$ cat src/rtl/sdrc_bank_fsm_pp_if.sv
// Bundle between one bank FSM, its request generator and the transfer controller.
// Timing/config inputs and bank status outputs travel with the command handshakes.
interface sdrc_bank_fsm_pp_if #(
   parameter int ROW_W = 13,
   parameter int COL_W = 13,
   parameter int ID_W  = 4,
   parameter int LEN_W = 7,
   parameter int TW    = 4,
   parameter int IW    = 8
);
   localparam int ADDR_W = (ROW_W > COL_W) ? ROW_W : COL_W;

   // request generator -> bank
   logic             r2b_req;
   logic             r2b_start;
   logic             r2b_last;
   logic             r2b_wrap;
   logic             r2b_write;
   logic             r2b_close;
   logic [ID_W-1:0]  r2b_req_id;
   logic [ROW_W-1:0] r2b_raddr;
   logic [COL_W-1:0] r2b_caddr;
   logic [LEN_W-1:0] r2b_len;
   logic             b2r_ack;

   // bank -> transfer controller
   logic              b2x_req;
   logic [1:0]        b2x_cmd;
   logic [ADDR_W-1:0] b2x_addr;
   logic              b2x_start;
   logic              b2x_last;
   logic              b2x_wrap;
   logic [ID_W-1:0]   b2x_id;
   logic [LEN_W-1:0]  b2x_len;
   logic              x2b_ack;
   logic              x2b_refresh;
   logic              x2b_pre_ok;
   logic              x2b_act_ok;
   logic              x2b_rdok;
   logic              x2b_wrok;
   logic              xfr_ok;

   // timing configuration and bank status
   logic [TW-1:0]    tras_delay;
   logic [TW-1:0]    trp_delay;
   logic [TW-1:0]    trcd_delay;
   logic [TW-1:0]    twr_delay;
   logic [IW-1:0]    idle_close_delay;
   logic [ROW_W-1:0] bank_row;
   logic             bank_valid;
   logic             tras_ok;
   logic [2:0]       bank_state;

   modport master (
      output r2b_req, r2b_start, r2b_last, r2b_wrap, r2b_write, r2b_close,
             r2b_req_id, r2b_raddr, r2b_caddr, r2b_len,
             x2b_ack, x2b_refresh, x2b_pre_ok, x2b_act_ok, x2b_rdok, x2b_wrok, xfr_ok,
             tras_delay, trp_delay, trcd_delay, twr_delay, idle_close_delay,
      input  b2r_ack, b2x_req, b2x_cmd, b2x_addr, b2x_start, b2x_last, b2x_wrap,
             b2x_id, b2x_len, bank_row, bank_valid, tras_ok, bank_state
   );

   modport slave (
      input  r2b_req, r2b_start, r2b_last, r2b_wrap, r2b_write, r2b_close,
             r2b_req_id, r2b_raddr, r2b_caddr, r2b_len,
             x2b_ack, x2b_refresh, x2b_pre_ok, x2b_act_ok, x2b_rdok, x2b_wrok, xfr_ok,
             tras_delay, trp_delay, trcd_delay, twr_delay, idle_close_delay,
      output b2r_ack, b2x_req, b2x_cmd, b2x_addr, b2x_start, b2x_last, b2x_wrap,
             b2x_id, b2x_len, bank_row, bank_valid, tras_ok, bank_state
   );
endinterface

$ cat src/rtl/sdrc_bank_fsm_pp.sv
// Per-bank SDRAM FSM: page hit/miss check, PRE/ACT/RD/WR sequencing with
// tRAS/tRP/tRCD/tWR gating, open/close page policy and idle auto-close.
module sdrc_bank_fsm_pp #(
   parameter int ROW_W       = 13,
   parameter int COL_W       = 13,
   parameter int ID_W        = 4,
   parameter int LEN_W       = 7,
   parameter int TW          = 4,
   parameter int IW          = 8,
   parameter int AP_BIT      = 10,
   parameter int PAGE_POLICY = 0
) (
   input logic                clk,
   input logic                reset,
   sdrc_bank_fsm_pp_if.slave  bus
);
   localparam int ADDR_W = (ROW_W > COL_W) ? ROW_W : COL_W;

   localparam logic [1:0] OP_PRE = 2'b00;
   localparam logic [1:0] OP_ACT = 2'b01;
   localparam logic [1:0] OP_RD  = 2'b10;
   localparam logic [1:0] OP_WR  = 2'b11;

   typedef enum logic [2:0] {
      S_IDLE  = 3'd0,
      S_PRE   = 3'd1,
      S_ACT   = 3'd2,
      S_XFR   = 3'd3,
      S_CLOSE = 3'd4
   } state_t;

   state_t            state;
   logic [ROW_W-1:0]  lat_raddr;
   logic [COL_W-1:0]  lat_caddr;
   logic [ID_W-1:0]   lat_id;
   logic [LEN_W-1:0]  lat_len;
   logic              lat_start;
   logic              lat_last;
   logic              lat_wrap;
   logic              lat_write;
   logic              lat_close;
   logic [ROW_W-1:0]  bank_row;
   logic              bank_valid;
   logic [TW-1:0]     tras_cntr;
   logic [TW-1:0]     timer0;
   logic [TW-1:0]     twr_cntr;
   logic [IW-1:0]     idle_cntr;

   logic              tras_ok;
   logic              twr_ok;
   logic              timer0_ok;
   logic              b2x_req;
   logic              cmd_ack;
   logic              bank_open;
   logic              hit;
   logic              idle_expire;
   logic              close_after;
   logic [1:0]        b2x_cmd;
   logic [ADDR_W-1:0] b2x_addr;

   assign tras_ok     = (tras_cntr == '0);
   assign twr_ok      = (twr_cntr == '0);
   assign timer0_ok   = (timer0 == '0);
   // A refresh in the same cycle already closes the row, so it cannot hit.
   assign bank_open   = bank_valid & ~bus.x2b_refresh;
   assign hit         = bank_open & (bus.r2b_raddr == bank_row);
   assign idle_expire = bank_open & (idle_cntr == '0) & (bus.idle_close_delay != '0);
   assign close_after = (PAGE_POLICY != 0) | lat_close;

   // Handshakes: a transfer happens in the cycle where valid and its accept are
   // both high. b2x_req/cmd/addr stay stable until x2b_ack; a permission input
   // going low only masks b2x_req. b2r_ack mirrors r2b_req while IDLE.
   assign cmd_ack = b2x_req & bus.x2b_ack;

   always_comb begin
      b2x_req = 1'b0;
      case (state)
         S_PRE, S_CLOSE: b2x_req = tras_ok & twr_ok & bus.x2b_pre_ok;
         S_ACT:          b2x_req = timer0_ok & bus.x2b_act_ok;
         S_XFR:          b2x_req = timer0_ok & bus.xfr_ok &
                                   (lat_write ? bus.x2b_wrok : bus.x2b_rdok);
         default:        b2x_req = 1'b0;
      endcase
   end

   always_comb begin
      b2x_cmd  = OP_PRE;
      b2x_addr = ADDR_W'(lat_raddr);
      case (state)
         S_ACT: begin
            b2x_cmd  = OP_ACT;
            b2x_addr = ADDR_W'(lat_raddr);
         end
         S_XFR: begin
            b2x_cmd  = lat_write ? OP_WR : OP_RD;
            b2x_addr = ADDR_W'(lat_caddr);
         end
         S_CLOSE: begin
            b2x_cmd          = OP_PRE;
            b2x_addr         = ADDR_W'(bank_row);
            b2x_addr[AP_BIT] = 1'b0;
         end
         default: begin
            b2x_cmd          = OP_PRE;
            b2x_addr         = ADDR_W'(lat_raddr);
            b2x_addr[AP_BIT] = 1'b0;
         end
      endcase
   end

   always_ff @(posedge clk) begin
      if (reset) begin
         state      <= S_IDLE;
         lat_raddr  <= '0;
         lat_caddr  <= '0;
         lat_id     <= '0;
         lat_len    <= '0;
         lat_start  <= 1'b0;
         lat_last   <= 1'b0;
         lat_wrap   <= 1'b0;
         lat_write  <= 1'b0;
         lat_close  <= 1'b0;
         bank_row   <= '0;
         bank_valid <= 1'b0;
         tras_cntr  <= '0;
         timer0     <= '0;
         twr_cntr   <= '0;
         idle_cntr  <= '0;
      end else begin
         if (!tras_ok)   tras_cntr <= tras_cntr - TW'(1);
         if (!timer0_ok) timer0    <= timer0 - TW'(1);
         if (!twr_ok)    twr_cntr  <= twr_cntr - TW'(1);

         case (state)
            S_IDLE: begin
               if (bus.r2b_req) begin
                  lat_raddr <= bus.r2b_raddr;
                  lat_caddr <= bus.r2b_caddr;
                  lat_id    <= bus.r2b_req_id;
                  lat_len   <= bus.r2b_len;
                  lat_start <= bus.r2b_start;
                  lat_last  <= bus.r2b_last;
                  lat_wrap  <= bus.r2b_wrap;
                  lat_write <= bus.r2b_write;
                  lat_close <= bus.r2b_close;
                  idle_cntr <= bus.idle_close_delay;
                  if (hit)            state <= S_XFR;
                  else if (bank_open) state <= S_PRE;
                  else                state <= S_ACT;
               end else if (idle_expire) begin
                  state <= S_CLOSE;
               end else if (bank_valid && idle_cntr != '0) begin
                  idle_cntr <= idle_cntr - IW'(1);
               end
            end
            S_PRE: begin
               if (bus.x2b_refresh) begin
                  state <= S_ACT;
               end else if (cmd_ack) begin
                  state      <= S_ACT;
                  bank_valid <= 1'b0;
                  timer0     <= bus.trp_delay;
               end
            end
            S_ACT: begin
               if (!bus.x2b_refresh && cmd_ack) begin
                  state      <= S_XFR;
                  bank_row   <= lat_raddr;
                  bank_valid <= 1'b1;
                  timer0     <= bus.trcd_delay;
                  tras_cntr  <= bus.tras_delay;
               end
            end
            S_XFR: begin
               if (bus.x2b_refresh) begin
                  state <= S_ACT;
               end else if (cmd_ack) begin
                  if (lat_write) twr_cntr <= bus.twr_delay;
                  if (close_after) begin
                     state <= S_CLOSE;
                  end else begin
                     state     <= S_IDLE;
                     idle_cntr <= bus.idle_close_delay;
                  end
               end
            end
            S_CLOSE: begin
               if (bus.x2b_refresh) begin
                  state     <= S_IDLE;
                  idle_cntr <= bus.idle_close_delay;
               end else if (cmd_ack) begin
                  state      <= S_IDLE;
                  bank_valid <= 1'b0;
                  timer0     <= bus.trp_delay;
                  idle_cntr  <= bus.idle_close_delay;
               end
            end
            default: state <= S_IDLE;
         endcase

         if (bus.x2b_refresh) bank_valid <= 1'b0;
      end
   end

   assign bus.b2r_ack    = (state == S_IDLE) & bus.r2b_req & ~reset;
   assign bus.b2x_req    = b2x_req;
   assign bus.b2x_cmd    = b2x_cmd;
   assign bus.b2x_addr   = b2x_addr;
   assign bus.b2x_start  = lat_start;
   assign bus.b2x_last   = lat_last;
   assign bus.b2x_wrap   = lat_wrap;
   assign bus.b2x_id     = lat_id;
   assign bus.b2x_len    = lat_len;
   assign bus.bank_row   = bank_row;
   assign bus.bank_valid = bank_valid;
   assign bus.tras_ok    = tras_ok;
   assign bus.bank_state = state;
endmodule

$ cat src/flat_wrapper.sv
// flat-port wrapper written by rule: the top's interface ports become plain ports
module sdrc_bank_fsm_pp_flat 
#(
   parameter int ROW_W       = 13,
   parameter int COL_W       = 13,
   parameter int ID_W        = 4,
   parameter int LEN_W       = 7,
   parameter int TW          = 4,
   parameter int IW          = 8,
   parameter int AP_BIT      = 10,
   parameter int PAGE_POLICY = 0
)
  (clk, reset, bus_r2b_req, bus_r2b_start, bus_r2b_last, bus_r2b_wrap, bus_r2b_write, bus_r2b_close, bus_r2b_req_id, bus_r2b_raddr, bus_r2b_caddr, bus_r2b_len, bus_x2b_ack, bus_x2b_refresh, bus_x2b_pre_ok, bus_x2b_act_ok, bus_x2b_rdok, bus_x2b_wrok, bus_xfr_ok, bus_tras_delay, bus_trp_delay, bus_trcd_delay, bus_twr_delay, bus_idle_close_delay, bus_b2r_ack, bus_b2x_req, bus_b2x_cmd, bus_b2x_addr, bus_b2x_start, bus_b2x_last, bus_b2x_wrap, bus_b2x_id, bus_b2x_len, bus_bank_row, bus_bank_valid, bus_tras_ok, bus_bank_state);
  sdrc_bank_fsm_pp_if #(.ROW_W(ROW_W), .COL_W(COL_W), .ID_W(ID_W), .LEN_W(LEN_W), .TW(TW), .IW(IW)) bus_i ();
  input logic clk;
  input logic reset;
  input wire logic [$bits(bus_i.r2b_req)-1:0] bus_r2b_req;
  input wire logic [$bits(bus_i.r2b_start)-1:0] bus_r2b_start;
  input wire logic [$bits(bus_i.r2b_last)-1:0] bus_r2b_last;
  input wire logic [$bits(bus_i.r2b_wrap)-1:0] bus_r2b_wrap;
  input wire logic [$bits(bus_i.r2b_write)-1:0] bus_r2b_write;
  input wire logic [$bits(bus_i.r2b_close)-1:0] bus_r2b_close;
  input wire logic [$bits(bus_i.r2b_req_id)-1:0] bus_r2b_req_id;
  input wire logic [$bits(bus_i.r2b_raddr)-1:0] bus_r2b_raddr;
  input wire logic [$bits(bus_i.r2b_caddr)-1:0] bus_r2b_caddr;
  input wire logic [$bits(bus_i.r2b_len)-1:0] bus_r2b_len;
  input wire logic [$bits(bus_i.x2b_ack)-1:0] bus_x2b_ack;
  input wire logic [$bits(bus_i.x2b_refresh)-1:0] bus_x2b_refresh;
  input wire logic [$bits(bus_i.x2b_pre_ok)-1:0] bus_x2b_pre_ok;
  input wire logic [$bits(bus_i.x2b_act_ok)-1:0] bus_x2b_act_ok;
  input wire logic [$bits(bus_i.x2b_rdok)-1:0] bus_x2b_rdok;
  input wire logic [$bits(bus_i.x2b_wrok)-1:0] bus_x2b_wrok;
  input wire logic [$bits(bus_i.xfr_ok)-1:0] bus_xfr_ok;
  input wire logic [$bits(bus_i.tras_delay)-1:0] bus_tras_delay;
  input wire logic [$bits(bus_i.trp_delay)-1:0] bus_trp_delay;
  input wire logic [$bits(bus_i.trcd_delay)-1:0] bus_trcd_delay;
  input wire logic [$bits(bus_i.twr_delay)-1:0] bus_twr_delay;
  input wire logic [$bits(bus_i.idle_close_delay)-1:0] bus_idle_close_delay;
  output wire logic [$bits(bus_i.b2r_ack)-1:0] bus_b2r_ack;
  output wire logic [$bits(bus_i.b2x_req)-1:0] bus_b2x_req;
  output wire logic [$bits(bus_i.b2x_cmd)-1:0] bus_b2x_cmd;
  output wire logic [$bits(bus_i.b2x_addr)-1:0] bus_b2x_addr;
  output wire logic [$bits(bus_i.b2x_start)-1:0] bus_b2x_start;
  output wire logic [$bits(bus_i.b2x_last)-1:0] bus_b2x_last;
  output wire logic [$bits(bus_i.b2x_wrap)-1:0] bus_b2x_wrap;
  output wire logic [$bits(bus_i.b2x_id)-1:0] bus_b2x_id;
  output wire logic [$bits(bus_i.b2x_len)-1:0] bus_b2x_len;
  output wire logic [$bits(bus_i.bank_row)-1:0] bus_bank_row;
  output wire logic [$bits(bus_i.bank_valid)-1:0] bus_bank_valid;
  output wire logic [$bits(bus_i.tras_ok)-1:0] bus_tras_ok;
  output wire logic [$bits(bus_i.bank_state)-1:0] bus_bank_state;
  assign bus_i.r2b_req = bus_r2b_req;
  assign bus_i.r2b_start = bus_r2b_start;
  assign bus_i.r2b_last = bus_r2b_last;
  assign bus_i.r2b_wrap = bus_r2b_wrap;
  assign bus_i.r2b_write = bus_r2b_write;
  assign bus_i.r2b_close = bus_r2b_close;
  assign bus_i.r2b_req_id = bus_r2b_req_id;
  assign bus_i.r2b_raddr = bus_r2b_raddr;
  assign bus_i.r2b_caddr = bus_r2b_caddr;
  assign bus_i.r2b_len = bus_r2b_len;
  assign bus_i.x2b_ack = bus_x2b_ack;
  assign bus_i.x2b_refresh = bus_x2b_refresh;
  assign bus_i.x2b_pre_ok = bus_x2b_pre_ok;
  assign bus_i.x2b_act_ok = bus_x2b_act_ok;
  assign bus_i.x2b_rdok = bus_x2b_rdok;
  assign bus_i.x2b_wrok = bus_x2b_wrok;
  assign bus_i.xfr_ok = bus_xfr_ok;
  assign bus_i.tras_delay = bus_tras_delay;
  assign bus_i.trp_delay = bus_trp_delay;
  assign bus_i.trcd_delay = bus_trcd_delay;
  assign bus_i.twr_delay = bus_twr_delay;
  assign bus_i.idle_close_delay = bus_idle_close_delay;
  assign bus_b2r_ack = bus_i.b2r_ack;
  assign bus_b2x_req = bus_i.b2x_req;
  assign bus_b2x_cmd = bus_i.b2x_cmd;
  assign bus_b2x_addr = bus_i.b2x_addr;
  assign bus_b2x_start = bus_i.b2x_start;
  assign bus_b2x_last = bus_i.b2x_last;
  assign bus_b2x_wrap = bus_i.b2x_wrap;
  assign bus_b2x_id = bus_i.b2x_id;
  assign bus_b2x_len = bus_i.b2x_len;
  assign bus_bank_row = bus_i.bank_row;
  assign bus_bank_valid = bus_i.bank_valid;
  assign bus_tras_ok = bus_i.tras_ok;
  assign bus_bank_state = bus_i.bank_state;
  sdrc_bank_fsm_pp #(.ROW_W(ROW_W), .COL_W(COL_W), .ID_W(ID_W), .LEN_W(LEN_W), .TW(TW), .IW(IW), .AP_BIT(AP_BIT), .PAGE_POLICY(PAGE_POLICY)) u_core (.clk(clk), .reset(reset), .bus(bus_i));
endmodule
$ cat config.mk
export PLATFORM = sky130hd
export DESIGN_NAME = sdrc_bank_fsm_pp_flat
export DESIGN_NICKNAME = d
export VERILOG_FILES = /design/src/rtl/sdrc_bank_fsm_pp_if.sv /design/src/rtl/sdrc_bank_fsm_pp.sv /design/src/flat_wrapper.sv
export SDC_FILE = /design/constraint.sdc
export NUM_CORES = 1
export LEC_CHECK = 0
export CORE_MARGIN = 10
export CORE_UTILIZATION = 25
export DETAILED_ROUTE_END_ITERATION = 12
export GPL_TIMING_DRIVEN = 0
export PLACE_DENSITY = 0.55
export SETUP_SLACK_MARGIN = 0.05
export SLEW_MARGIN = 30
export SYNTH_ARGS = -nofsm -noshare
export SYNTH_HDL_FRONTEND = slang
export SYNTH_SLANG_ARGS = --single-unit
$ cat constraint.sdc
create_clock -name clk -period 6.4 [get_ports clk]
set_input_delay 1.28 -clock clk [delete_from_list [all_inputs] [get_ports clk]]
set_output_delay 1.28 -clock clk [all_outputs]
set_load 0.02 [all_outputs]
==> results.json, run 1 <==
{
  "min_path_type": "reg -> reg",
  "grt_max_degree": 14,
  "viasPerCell": 4.83,
  "grt_pass1_vias": 4381,
  "synth_top_family_by_area": "simple AND/OR/NAND/NOR gates",
  "synth_cell_type_count": 51,
  "hold_buffers": 0,
  "nFillCells": 1689,
  "final_common_cell": "nand2_1",
  "use_met2": 0.216,
  "dp_hpwl_mm": 11.8,
  "grt_use_met3": 0.0365,
  "gp_congestion": 0.857,
  "synth-simple-area-share": 0.265,
  "grt_overflow": 0,
  "worstPathRequired_ns": 5.12,
  "synth-seq-area-share": 0.393,
  "synth.avg_cell_area_um2": 7.36,
  "post_cts_buffers": 0,
  "final_nets": 763,
  "cp_cell_sequence": "clkdlybuf4s50_1 -> nand2_1 -> clkbuf_1 -> nor2_1 -> clkdlybuf4s50_1",
  "power_density_nw_per_um2": 434,
  "skew_ns": 0.00716,
  "p_leak_nw": 2.01,
  "start_util": 0.254,
  "async_flop_share": 0,
  "rows": 46,
  "finalHoldViolations": 0,
  "htreeDepth": 3,
  "gr-usage-met1": 0.197,
  "synth-warning-count": 0,
  "setup.worst_path.start_class": "input pin",
  "critPathCaptureType": "primary output",
  "min_period_ns": 4.59,
  "setup_viol": 0,
  "synth-xor-area-share": 0.0392,
  "synth_compound_area_frac": 0.222,
  "drt_iter0_drc": 324,
  "worstSkewPairLatency_ns": 0.35,
  "synth_nets": 629,
  "max_freq_mhz": 218,
  "cts_root_buffer": "clkbuf_16",
  "ys.flop_type": "dfxtp_1",
  "cpMostUsedCell": "clkdlybuf4s50_1",
  "ys_seq_elements": 79,
  "drt-pass1-iter-count": 4,
  "critPathMaxFanout": 10,
  "dieHeight_um": 147,
  "crit_type": "in -> out",
  "worst_ep_arrival_time_ns": 3.31,
  "fin_crit_sh": 0.717,
  "muxShareOfSynthArea": 0.0152,
  "postCtsResizedCells": 0,
  "tightest_slew_ns": 0.762,
  "max_stage_delay_ns": 0.61,
  "fin_tns_setup_ns": 0,
  "synth_edf_count": 0,
  "post_synth_fa_ha_maj_area_fraction": 0.0186,
  "max-cap-violations": 0,
  "area_growth_pct": 44.7,
  "vias": 4360,
  "vdd_drop_max_mv": 0.157,
  "mappedNetlistArea_um2": 4030,
  "diodes": 0,
  "port_buffers": 123,
  "grt_pass1_wl_mm": 24.8,
  "die_x_um": 147,
  "wirelength_mm": 15.8,
  "wl_per_cell_um": 17.5,
  "ant_nets": 0,
  "drive_above_1_share": 0.0481,
  "rr_worst_depth": 8,
  "slowest_stage": "clkdlybuf4s50_1",
  "rsz0062_at_grt": "false",
  "cts_tree": "yes",
  "cts_buffer_depth": 2,
  "grt.busiest_layer": "met2",
  "crit_cells": 5,
  "whs_path_depth": 2,
  "remaining_drc_errors": 0,
  "cts_num_sinks": 79,
  "holdWs_ns": 0.457,
  "path_clk_slew_ns": 0.06,
  "path_delay_family": "buffers and inverters",
  "grt_usage": 0.145,
  "die_area_um2": 21600,
  "core_um2": 15800,
  "numCtsBuffers": 9,
  "ios": 125,
  "netlist_instances": 547,
  "final_cell_mix": "nand2_1 (140), clkdlybuf4s50_1 (123), a21oi_1 (88)",
  "run_status": "finished, final reports clean",
  "slew_violations": 0,
  "cp_num_buf_inv": 3,
  "max_slew_margin": 0.492,
  "rrSetupSlack_ns": 3.88,
  "grt_antenna_before_repair": 0
}
[Yosys cell counts (3+ instances only)]
master / instances / share of area
nand2_1: 140 / 0.13
a21oi_1: 88 / 0.11
dfxtp_1: 79 / 0.39
nor2_1: 36 / 0.034
clkbuf_1: 31 / 0.029
o21ai_0: 24 / 0.030
o22ai_1: 13 / 0.020
xnor2_1: 13 / 0.028
nor3_1: 11 / 0.014
inv_1: 9 / 0.0084
or3_1: 9 / 0.014
nand2b_1: 8 / 0.012
a211oi_1: 7 / 0.013
nor4_1: 7 / 0.011
ha_1: 6 / 0.019
mux2i_1: 5 / 0.012
nor3b_1: 5 / 0.0093
xor2_1: 5 / 0.011
buf_2: 4 / 0.0050
nor2b_1: 4 / 0.0062
and2_1: 3 / 0.0047
[stage by stage]
step	cells	setup WS, ns	total power [mW]	cell area, um2	util
after global placement	886	1.79	1.99	5530	0.349
after global routing	902	1.65	2.73	5830	0.368
after floorplan	547	2.94	1.52	4030	-
after CTS	902	1.77	2.55	5830	0.368
final	902	1.81	2.53	5830	0.368
after detailed placement	886	1.77	2.01	5530	0.349
[state kept, by name, indices dropped and copies added (netlist names), 3 cells and up]
name and cells:
u_core.timer0 4, u_core.idle_cntr 8, u_core.twr_cntr 4, u_core.lat_raddr 13, u_core.tras_cntr 4, u_core.bus.bank_row 13
u_core.bus.bank_state 3, u_core.bus.b2x_id 4, u_core.bus.b2x_len 7, u_core.lat_caddr 13
[final timing paths]
path / from / endpoint
worst max-delay path: bus_r2b_req / bus_b2r_ack
worst min register to register: u_core.bus.b2x_len[3] / u_core.bus.b2x_len[3]
worst min-delay path: u_core.bus.b2x_len[3] / u_core.bus.b2x_len[3]
worst max register to register: u_core.idle_cntr[0] / u_core.bus.bank_state[0]
[worst reg2reg max path: cells and delay by family (launching register included)]
kind / cells / cell delay [ns]
adders and majority gates: 1 / 0.21
DFF: 1 / 0.32
AOI/OAI and AO/OA: 4 / 1.14
and+or+nand+nor: 2 / 0.67
buffers and inverters: 1 / 0.08
[metal layers]
layer	share of wire	vias up
met2	0.43	151
li1	-	2153
met3	0.064	15
met4	0.019	0
met5	0	-
met1	0.49	2041
[layout make-up]
type                            instances  area [um2]  share of cell area
Sequential cell                        79        1580               0.271
Clock inverter                          5        56.3             0.00966
Tap cell                              216         270              0.0464
Timing Repair Buffer                  123        1230               0.211
Multi-Input combinational cell        422        2260               0.387
Clock buffer                           11         243              0.0417
Buffer                                 37         155              0.0266
Inverter                                9        33.8             0.00580
[logic make-up (layout without fill, tap and decap cells)]
| family | count (synthesis) | in the layout |
|---|---|---|
| DFF | 79 | 79 |
| buffers and inverters | 46 | 185 |
| and+or+nand+nor | 237 | 237 |
| xor gates and xnor gates | 18 | 18 |
| muxes | 6 | 6 |
| AOI/OAI and AO/OA | 155 | 155 |
| adders and majority gates | 6 | 6 |
[power breakdown]
part	internal (mW)	switching (mW)	total [mW]
Combinational	0.531	0.756	1.29
Clock	0.313	0.221	0.534
Sequential	0.611	0.0959	0.707
Total	1.46	1.07	2.53
Note: power is estimated with default switching activity, not from simulation.
==> run 2, diff against run 1 <==
- clock period: 6.4 -> 4.5 ns (I/O delays scaled with it)
==> results of run 2 <==
The final DEF is identical to that of run 1. Status: finished, final reports clean.
Main changes from that run: setup slack after placement 1.77 ns -> 0.634 ns; clock-pin slew on the worst setup and hold paths 0.06 ns -> 0.07 ns; setup slack after layout 1.81 ns -> 0.613 ns; start point of the critical path bus_r2b_req -> u_core.bus.bank_state[2]; end point of the critical path bus_b2r_ack -> bus_b2x_addr[12]; register-to-register setup slack 3.88 ns -> 1.98 ns; total power 2.53 mW -> 3.60 mW; worst IR drop on VDD 0.157 mV -> 0.223 mV
==> run 3, diff against run 2 <==
- CAP_MARGIN: unset -> 20
- CORE_UTILIZATION: 25 -> 39
- PLACE_DENSITY: 0.55 -> 0.76
==> run 3 against run 2 <==
Net effect:
- critical path depth down 2
- hold slack better by 0.0015 ns
- worst setup slack better by 0.076 ns
- register-to-register slack about the same
- clock skew up 0.0032 ns
- power down 5.4%
- cell count down 9.0%
- global-route usage up 4.3 points
- clock-buffer cell count up 1
- sequential cell count unchanged
- highest routed layer unchanged
==> results.json, run 3 (synthesized netlist as in run 1, its figures left out) <==
{
  "path_delay_family": "buffers and inverters",
  "drt-pass1-iter-count": 5,
  "setup_viol": 0,
  "min_period_ns": 3.81,
  "die_x_um": 122,
  "largestRegisters": "u_core.bus.bank_row: 13 flops, u_core.lat_caddr: 13 flops, u_core.lat_raddr: 13 flops",
  "max_stage_delay_ns": 0.62,
  "ios": 125,
  "max_slew_margin": 0.553,
  "fin_util": 0.554,
  "power_density_nw_per_um2": 603,
  "ant_nets": 0,
  "critPathMaxFanout": 10,
  "dp_hpwl_mm": 10.8,
  "max-cap-violations": 0,
  "path_clk_slew_ns": 0.08,
  "post_cts_buffers": 0,
  "p_total_mw": 3.40,
  "grt_pass1_vias": 4390,
  "remaining_drc_errors": 0,
  "final_nets": 763,
  "run_status": "finished, final reports clean",
  "worstPathRequired_ns": 3.60,
  "slowest_stage": "clkdlybuf4s50_1",
  "grt_antenna_before_repair": 0,
  "postCtsResizedCells": 0,
  "critPathCaptureType": "primary output",
  "cts_root_buffer": "clkbuf_8",
  "cts_tree": "yes",
  "grt_pass1_wl_mm": 22.3,
  "wirelength_mm": 14.3,
  "area_growth_pct": 40.1,
  "crit_type": "in -> out",
  "cts_buffer_depth": 2,
  "vias": 4412,
  "diodes": 0,
  "grt_overflow": 0,
  "cts_num_sinks": 79,
  "cp_cell_sequence": "clkdlybuf4s50_1 -> nand2_1 -> clkbuf_1 -> nor2_1 -> clkdlybuf4s50_1",
  "wl_per_cell_um": 17.4,
  "core_um2": 10200,
  "pre_cts_slack_ns": 0.671,
  "worstSkewPairLatency_ns": 0.36,
  "grt_max_degree": 13,
  "viasPerCell": 5.37,
  "setup.worst_path.start_class": "input pin",
  "tightest_slew_ns": 0.671,
  "hold_buffers": 0,
  "vdd_drop_max_mv": 0.293,
  "p_leak_nw": 1.97,
  "cpMostUsedCell": "clkdlybuf4s50_1",
  "rows": 37,
  "numCtsBuffers": 9,
  "worst_ep_arrival_time_ns": 2.91,
  "final_common_cell": "nand2_1",
  "min_path_type": "reg -> reg",
  "setup_ws_ns": 0.688,
  "skew_ns": 0.0104,
  "die_area_um2": 14800,
  "start_util": 0.395,
  "drt_iter0_drc": 265,
  "gp_congestion": 0.877,
  "htreeDepth": 3,
  "cp_num_buf_inv": 3,
  "finalHoldViolations": 0,
  "rsz0062_at_grt": "false",
  "max_freq_mhz": 262,
  "drive_above_1_share": 0.0453,
  "fin_tns_setup_ns": 0,
  "dieHeight_um": 122,
  "grt_usage": 0.189,
  "slew_violations": 0,
  "fin_crit_sh": 0.847,
  "final_cell_mix": "nand2_1 (140), clkdlybuf4s50_1 (123), a21oi_1 (88)",
  "port_buffers": 123
}
## run 3: cell types whose count changed in the layout (fill, tap and decap cells not counted), sizes merged
cell,change
bufinv,+1
clkbuf,+1
clkinv,-2
inv,-1
## run 3: worst paths after layout
kind | endpoint | cells after the start | slack, ns | start
hold / removal | u_core.bus.b2x_start | 2 | 0.46 | u_core.bus.b2x_start
setup / recovery | bus_b2r_ack | 5 | 0.69 | bus_r2b_req
setup reg to reg | u_core.bus.bank_row[10] | 8 | 1.98 | u_core.bus.bank_state[1]
hold reg to reg | u_core.bus.b2x_start | 2 | 0.46 | u_core.bus.b2x_start
## run 3: metrics by stage
step	instances	hold slack, ns	instance area, um2
5_1_grt	821	0.478	5640
3_3_place_gp	806	0.442	5430
4_1_cts	821	0.461	5640
2_1_floorplan	547	0.436	4030
6_report	821	0.459	5640
3_5_place_dp	806	0.449	5430
## run 3: power breakdown
group          switching, mW  internal [mW]
clock network          0.263          0.325
registers              0.140          0.868
logic                   1.05          0.756
total                   1.45           1.95
## run 3: area by class of cell
class	count	area, um2
clock inverter	3	67.6
tap	136	170
inverter	9	33.8
sequential	79	1580
clock buffer	12	145
timing repair buffer	123	1230
buffer	37	155
multi-input combinational	422	2260
fill	965	4540
## run 3: worst reg2reg max path: stages, from the launching register on
cell and delay (ns):
dfxtp_1 0.50, nor3b_2 0.60, a32o_1 0.28, and2_4 0.17, and3_1 0.15, buf_2 0.22, buf_2 0.28, nand2_1 0.09
a21oi_1 0.14
## run 3: routing by layer
layer | share of wire | wire, um | vias up | global-route usage
li1 | - | - | 2150 | -
met1 | 0.44 | 6250 | 2092 | 0.233
met2 | 0.46 | 6610 | 145 | 0.308
met3 | 0.077 | 1100 | 25 | 0.0546
met4 | 0.022 | 309 | 0 | 0.0678
met5 | 0 | 0 | - | 0
